**config.mk**
```make
export PLATFORM = sky130hd
export DESIGN_NAME = serial_subtractor
export DESIGN_NICKNAME = d
export VERILOG_FILES = /design/src/rtl/serial_sub_pkg.sv /design/src/rtl/fs.sv /design/src/rtl/serial_subtractor.sv
export SDC_FILE = /design/constraint.sdc
export NUM_CORES = 1
export LEC_CHECK = 0
export ABC_AREA = 1
export CAP_MARGIN = 20
export CORE_MARGIN = 3
export CORE_UTILIZATION = 50
export CTS_CLUSTER_SIZE = 20
export DETAILED_ROUTE_END_ITERATION = 16
export PLACE_DENSITY = 0.8
export SLEW_MARGIN = 10
export SYNTH_ARGS = -nofsm -noshare
export SYNTH_HDL_FRONTEND = slang
export SYNTH_HIERARCHICAL = 1
export SYNTH_SLANG_ARGS = --single-unit
```
**constraint.sdc**
```tcl
create_clock -name clk -period 3.53 [get_ports clk]
set_input_delay 0.353 -clock clk [delete_from_list [all_inputs] [get_ports clk]]
set_output_delay 0.353 -clock clk [all_outputs]
set_load 0.005 [all_outputs]
```
**src/rtl/serial_sub_pkg.sv**
```systemverilog
// Shared types and sizing helpers for the bit-serial subtractor.
package serial_sub_pkg;

  typedef enum logic [1:0] {
    StIdle = 2'd0,
    StRun  = 2'd1,
    StDone = 2'd2
  } state_e;

  // One extra bit so the counter can reach N without wrapping.
  function automatic int unsigned cnt_width(input int unsigned n);
    return $clog2(n) + 1;
  endfunction

endpackage

```
**src/rtl/fs.sv**
```systemverilog
// Combinational one-bit full subtractor.
module fs (
  input  logic a,
  input  logic b,
  input  logic bin,
  output logic d,
  output logic bout
);

  assign d    = a ^ b ^ bin;
  assign bout = (~a & b) | (~(a ^ b) & bin);

endmodule

```
**src/rtl/serial_subtractor.sv**
```systemverilog
// Bit-serial N-bit subtractor: LSB-first, one bit per clock, valid/ready handshakes.
module serial_subtractor
  import serial_sub_pkg::*;
#(
  parameter int unsigned N = 4
) (
  input  logic         clk,
  input  logic         rst_n,
  input  logic         in_valid,
  output logic         in_ready,
  input  logic [N-1:0] a,
  input  logic [N-1:0] b,
  input  logic         bin,
  output logic         out_valid,
  input  logic         out_ready,
  output logic [N-1:0] diff,
  output logic         bout
);

  localparam int unsigned CntW = cnt_width(N);

  state_e          state_q;
  logic [N-1:0]    a_q;
  logic [N-1:0]    b_q;
  logic [N-1:0]    dsh_q;
  logic [N-1:0]    diff_q;
  logic            br_q;
  logic            bout_q;
  logic [CntW-1:0] cnt_q;

  logic            d_bit;
  logic            br_next;

  fs u_fs (
    .a    (a_q[0]),
    .b    (b_q[0]),
    .bin  (br_q),
    .d    (d_bit),
    .bout (br_next)
  );

  // dsh_q collects bits during RUN; diff_q only changes when a result completes.
  always_ff @(posedge clk or negedge rst_n) begin
    if (!rst_n) begin
      state_q <= StIdle;
      a_q     <= '0;
      b_q     <= '0;
      dsh_q   <= '0;
      diff_q  <= '0;
      br_q    <= 1'b0;
      bout_q  <= 1'b0;
      cnt_q   <= '0;
    end else begin
      unique case (state_q)
        StIdle: begin
          if (in_valid) begin
            a_q     <= a;
            b_q     <= b;
            br_q    <= bin;
            cnt_q   <= '0;
            state_q <= StRun;
          end
        end
        StRun: begin
          dsh_q <= {d_bit, dsh_q[N-1:1]};
          a_q   <= a_q >> 1;
          b_q   <= b_q >> 1;
          br_q  <= br_next;
          cnt_q <= cnt_q + 1'b1;
          if (cnt_q == CntW'(N - 1)) begin
            diff_q  <= {d_bit, dsh_q[N-1:1]};
            bout_q  <= br_next;
            state_q <= StDone;
          end
        end
        StDone: begin
          if (out_ready) begin
            state_q <= StIdle;
          end
        end
        default: state_q <= StIdle;
      endcase
    end
  end

  assign in_ready  = (state_q == StIdle);
  assign out_valid = (state_q == StDone);
  assign diff      = diff_q;
  assign bout      = bout_q;

endmodule

```
==> results.toml, run 1 <==
[power]
p_switching_uw = 441
p_clk_frac = 0.103
p_int_uw = 623
p_per_area_nw_per_um2 = 855
power_leakage_nw = 0.627
combPwrFrac = 0.476
power_frac_seq = 0.421
peakVddDrop_mv = 0.483
swShare = 0.415

[logic_synthesis]
seq_area_frac_synth = 0.541
synth_area_per_cell_um2 = 8.55
synth_cell_types = 16
yosys_warnings = 6
syn_nets = 135
synthCells = 119
yosys_register_bits = 22
synth_area_um2 = 1020

[drt]
dr.first_iter.drc_count = 19
num_vias = 802
ant_nets = 0
avgViaCountPerCell = 4.92
drtPass1Iterations = 4
wire_per_inst_um = 12.3
totalWireLength_mm = 2.00
drc = 0

[setup_path]
crit_type = "register to output pin"
required_ns = 3.18
critPathLaunchType = "register"
arrival_ns = 1.61
crit_fanout = 12
cp-end-kind = "output pin"

[sta]
slew_headroom = 0.354
final_max_slew_viol_count = 0
fmax_mhz = 510
timing.final.crit_period_ns = 1.96
setup_violations = 0
worst_slew_pin_slew_ns = 0.966
fin_worst_skew_ns = 0.00582
finalCritPeriodShare = 0.555
tns_ns = 0
rsz0062_at_grt = "false"
hold_violations = 0

[placed_design]
place.gp.congestion = 0.800
io_buffers = 19
dp.cells = 160
hpwl_mm = 1.42

[final_layout]
fin_nets = 156
final_common_cell = "nand2_1"
layout_common_cells = "nand2_1 (37), dfrtp_1 (22), clkdlybuf4s50_1 (19)"
drive_gt1_frac = 0.0507
nFillCells = 156
fin_cells = 163
antennaDiodeCount = 0
area_delta_synth_final_pct = 22.3

[global_route]
grt_pass1_wl_mm = 3.58
grt_max_degree = 23
grt_pass1_vias = 871
overflow = 0
track_usage = 0.185
antenna_found_initial = 0

[cts]
clk_path_buf_depth = 2
cts_resized = 0
cts_setup_buffers = 0
cts_hold_buffers = 0
root_buffer = "clkbuf_4"
clk_latency_ns = 0.30
clock_sinks = 22
ctsHtreeMaxLevel = 1
cts_tree = "yes"
numCtsBuffers = 3
clkTransAtPathRegs_ns = 0.12

[floorplan]
die_h_um = 51.1
io_pins = 20
rows = 15
dieWidth_um = 51.1
coreArea_um2 = 1820
die-area_um2 = 2610
initial_utilization = 0.559

[run]
drv_cap = 0

[outcome]
status = "finished, final reports clean"

[min_path]
hp-class = "register to register"
==> per-stage QoR <==
step / total power, mW / cell area [um^2] / util / hold WS, ns / worst slack [ns]
after floorplan: 0.799 / 1020 / - / 0.0574 / 2.34
after global placement: 0.932 / 1220 / 0.671 / 0.454 / 1.93
after detailed placement: 0.959 / 1220 / 0.671 / 0.465 / 1.92
after CTS: 1.08 / 1240 / 0.683 / 0.493 / 1.56
after global routing: 1.18 / 1240 / 0.683 / 0.523 / 1.44
final: 1.06 / 1240 / 0.683 / 0.490 / 1.57
==> critical path, cell delays in order (launching register included) <==
cell	delay, ns
dfrtp_1	0.54
nor2_1	0.23
clkdlybuf4s50_1	0.53
==> power by group through the flow <==
stage               Combinational, mW  Clock [mW]  Sequential, mW
global route                    0.589       0.124           0.466
detailed placement              0.507           0           0.453
global placement                0.483           0           0.449
finish                          0.506       0.109           0.448
CTS                             0.514       0.115           0.448
floorplan                       0.369           0           0.430
==> metal layers <==
metal  track usage  wire (um)  part of all wire  up-vias
met1         0.217        912              0.46      364
li1              -          -                 -      412
met4        0.0942         30             0.015        0
met2         0.315        951              0.47       22
met3        0.0408        110             0.055        4
met5             0          0                 0        -
==> cell type report <==
| type | instances | area [um^2] | area share |
|---|---|---|---|
| inverter | 19 | 71.3 | 0.0573 |
| tap | 25 | 31.3 | 0.0252 |
| sequential | 22 | 551 | 0.443 |
| timing repair buffer | 19 | 190 | 0.153 |
| clock buffer | 3 | 22.5 | 0.0181 |
| multi-input combinational | 75 | 378 | 0.304 |
==> state kept, by name, indices dropped and copies added, names as in the netlist <==
signal   flops
a_q          4
b_q          4
diff         4
cnt_q        3
dsh_q        3
state_q      2
bout         1
br_q         1
==> cells in the mapped netlist (all sizes together) <==
cell	instances	area, um^2
o31ai	1	7.51
fa	1	20.0
nor2	4	22.5
nand2	37	139
buf	3	17.5
nand4	2	12.5
nand3	16	80.1
inv	19	71.3
dfrtp	22	551
o21ai	10	61.3
a21oi	2	10.0
ha	2	25.0
==> cell families after synthesis <==
group,Yosys count,share of synthesized area
buffers and inverters,22,0.0873
adders and majority gates,3,0.0443
and+or+nand+nor,59,0.250
AOI/OAI and AO/OA,13,0.0775
DFF,22,0.541
==> worst paths after layout <==
| kind | start | to | slack (ns) | cells past startpoint |
|---|---|---|---|---|
| hold reg to reg | diff[0] | diff[0] | 0.49 | 2 |
| setup / recovery | state_q[0] | in_ready | 1.57 | 2 |
| min in group asynchronous | rst_n | diff[1] | 0.58 | 1 |
| setup reg to reg | state_q[0] | a_q[0] | 1.90 | 4 |
| hold / removal | diff[0] | diff[0] | 0.49 | 2 |
| max in group asynchronous | rst_n | dsh_q[2] | 2.36 | 1 |
(Power assumes the default switching activity.)
==> run 2: changes to the inputs <==
CORE_UTILIZATION = 49   (was 50)
PLACE_DENSITY = 0.78   (was 0.8)
clock period = 1.83 ns   (was 3.53 ns; I/O delays follow)
==> run 2 against run 1 <==
Die area up 1.8%. Global-route usage is 0.62 points lower. Wire length up 2.3%. Sequential power rose by 95%. Largest cell class unchanged.
==> results.toml, run 2 (synthesized netlist as in run 1, its figures left out) <==
[drt]
totalWireLength_mm = 2.05
drtPass1Iterations = 4
drc = 0
wire_per_inst_um = 12.4
num_vias = 839
avgViaCountPerCell = 5.08
dr.first_iter.drc_count = 9
ant_nets = 0

[final_layout]
layout_common_cells = "nand2_1 (37), dfrtp_1 (21), clkdlybuf4s50_1 (19)"
fin_cells = 165
antennaDiodeCount = 0
drive_gt1_frac = 0.0714
area_delta_synth_final_pct = 23.9
fin_nets = 158
final_common_cell = "nand2_1"
nFillCells = 176

[cts]
numCtsBuffers = 3
clk_latency_ns = 0.30
clock_sinks = 22
cts_hold_buffers = 0
clkTransAtPathRegs_ns = 0.11
cts_tree = "yes"
root_buffer = "clkbuf_4"
cts_resized = 0
ctsHtreeMaxLevel = 1
clk_path_buf_depth = 2
cts_setup_buffers = 0

[min_path]
hp-class = "input port to async pin"

[power]
p_total_mw = 2.09
swShare = 0.414
p_int_mw = 1.23
p_per_area_nw_per_um2 = 1660
peakVddDrop_mv = 1.18
power_frac_seq = 0.418
power_leakage_nw = 0.636
combPwrFrac = 0.479
p_clk_frac = 0.103
p_switching_uw = 867

[setup_path]
critPathLaunchType = "register"
crit_type = "register to output pin"
r2r_slack_ns = 0.44
crit_fanout = 12
slowest_delay_ns = 0.53
cp_cell_sequence = "nor2_1, clkdlybuf4s50_1"
required_ns = 1.65
cp-end-kind = "output pin"
arrival_ns = 1.56
slowest_stage = "clkdlybuf4s50_1"

[sta]
setup_violations = 0
rsz0062_at_grt = "false"
fmax_mhz = 573
timing.final.crit_period_ns = 1.75
hold_violations = 0
finalCritPeriodShare = 0.954
fin_worst_skew_ns = 0.00122
fin_ws_ns = 0.0847
worst_slew_pin_slew_ns = 0.313
slew_headroom = 0.791
tns_ns = 0
final_max_slew_viol_count = 0

[floorplan]
dieWidth_um = 51.6
io_pins = 20
die_h_um = 51.6
initial_utilization = 0.553
die-area_um2 = 2660
rows = 15
coreArea_um2 = 1840

[placed_design]
place.gp.congestion = 0.806
post-place-ws_ns = 0.371
hpwl_mm = 1.50
io_buffers = 19
dp.cells = 162

[global_route]
grt_pass1_vias = 850
overflow = 0
grt_max_degree = 23
grt_pass1_wl_mm = 3.55
antenna_found_initial = 0
track_usage = 0.179

[run]
drv_cap = 0

[outcome]
status = "finished, final reports clean"
## run 2: through the flow
step	hold WS (ns)	util	cell area [um^2]
after global placement	0.458	0.672	1240
final	0.218	0.685	1260
after CTS	0.229	0.684	1260
after floorplan	-0.113	-	1020
after detailed placement	0.465	0.672	1240
after global routing	0.235	0.685	1260
## run 2: per-layer routing
metal  global-route usage  share of wire  vias up
li1                     -              -      418
met1                0.234           0.46      394
met2                0.303           0.48       23
met3               0.0258          0.042        4
met4               0.0611          0.011        0
met5                    0              0        -
## run 2: final timing paths
path                            start          to  cells past startpoint
max                        state_q[0]    in_ready                      2
min                             rst_n    dsh_q[3]                      2
max reg2reg                  cnt_q[0]     diff[2]                      5
min reg2reg                   diff[0]     diff[0]                      2
max in group asynchronous       rst_n  state_q[0]                      2
min in group clk                 b[3]      b_q[3]                      3
## run 2: critical path: cells and delay by family (launching register included)
family        cells  cell delay [ns]
buf+inv           1             0.53
flops             1             0.52
simple gates      1             0.21
## run 2: cell type report
| cell class | count | area, um^2 | area share |
|---|---|---|---|
| sequential | 22 | 552 | 0.438 |
| clock buffer | 3 | 22.5 | 0.0179 |
| timing repair buffer | 21 | 205 | 0.163 |
| inverter | 19 | 71.3 | 0.0566 |
| tap | 25 | 31.3 | 0.0248 |
| multi-input combinational | 75 | 378 | 0.300 |
## run 2: power by group through the flow
| stage | clock network (mW) | registers, mW | logic (mW) |
|---|---|---|---|
| floorplan | 0 | 0.829 | 0.712 |
| global placement | 0 | 0.871 | 0.954 |
| detailed placement | 0 | 0.879 | 1.00 |
| CTS | 0.218 | 0.870 | 1.01 |
| global route | 0.234 | 0.903 | 1.17 |
| finish | 0.215 | 0.874 | 1.00 |
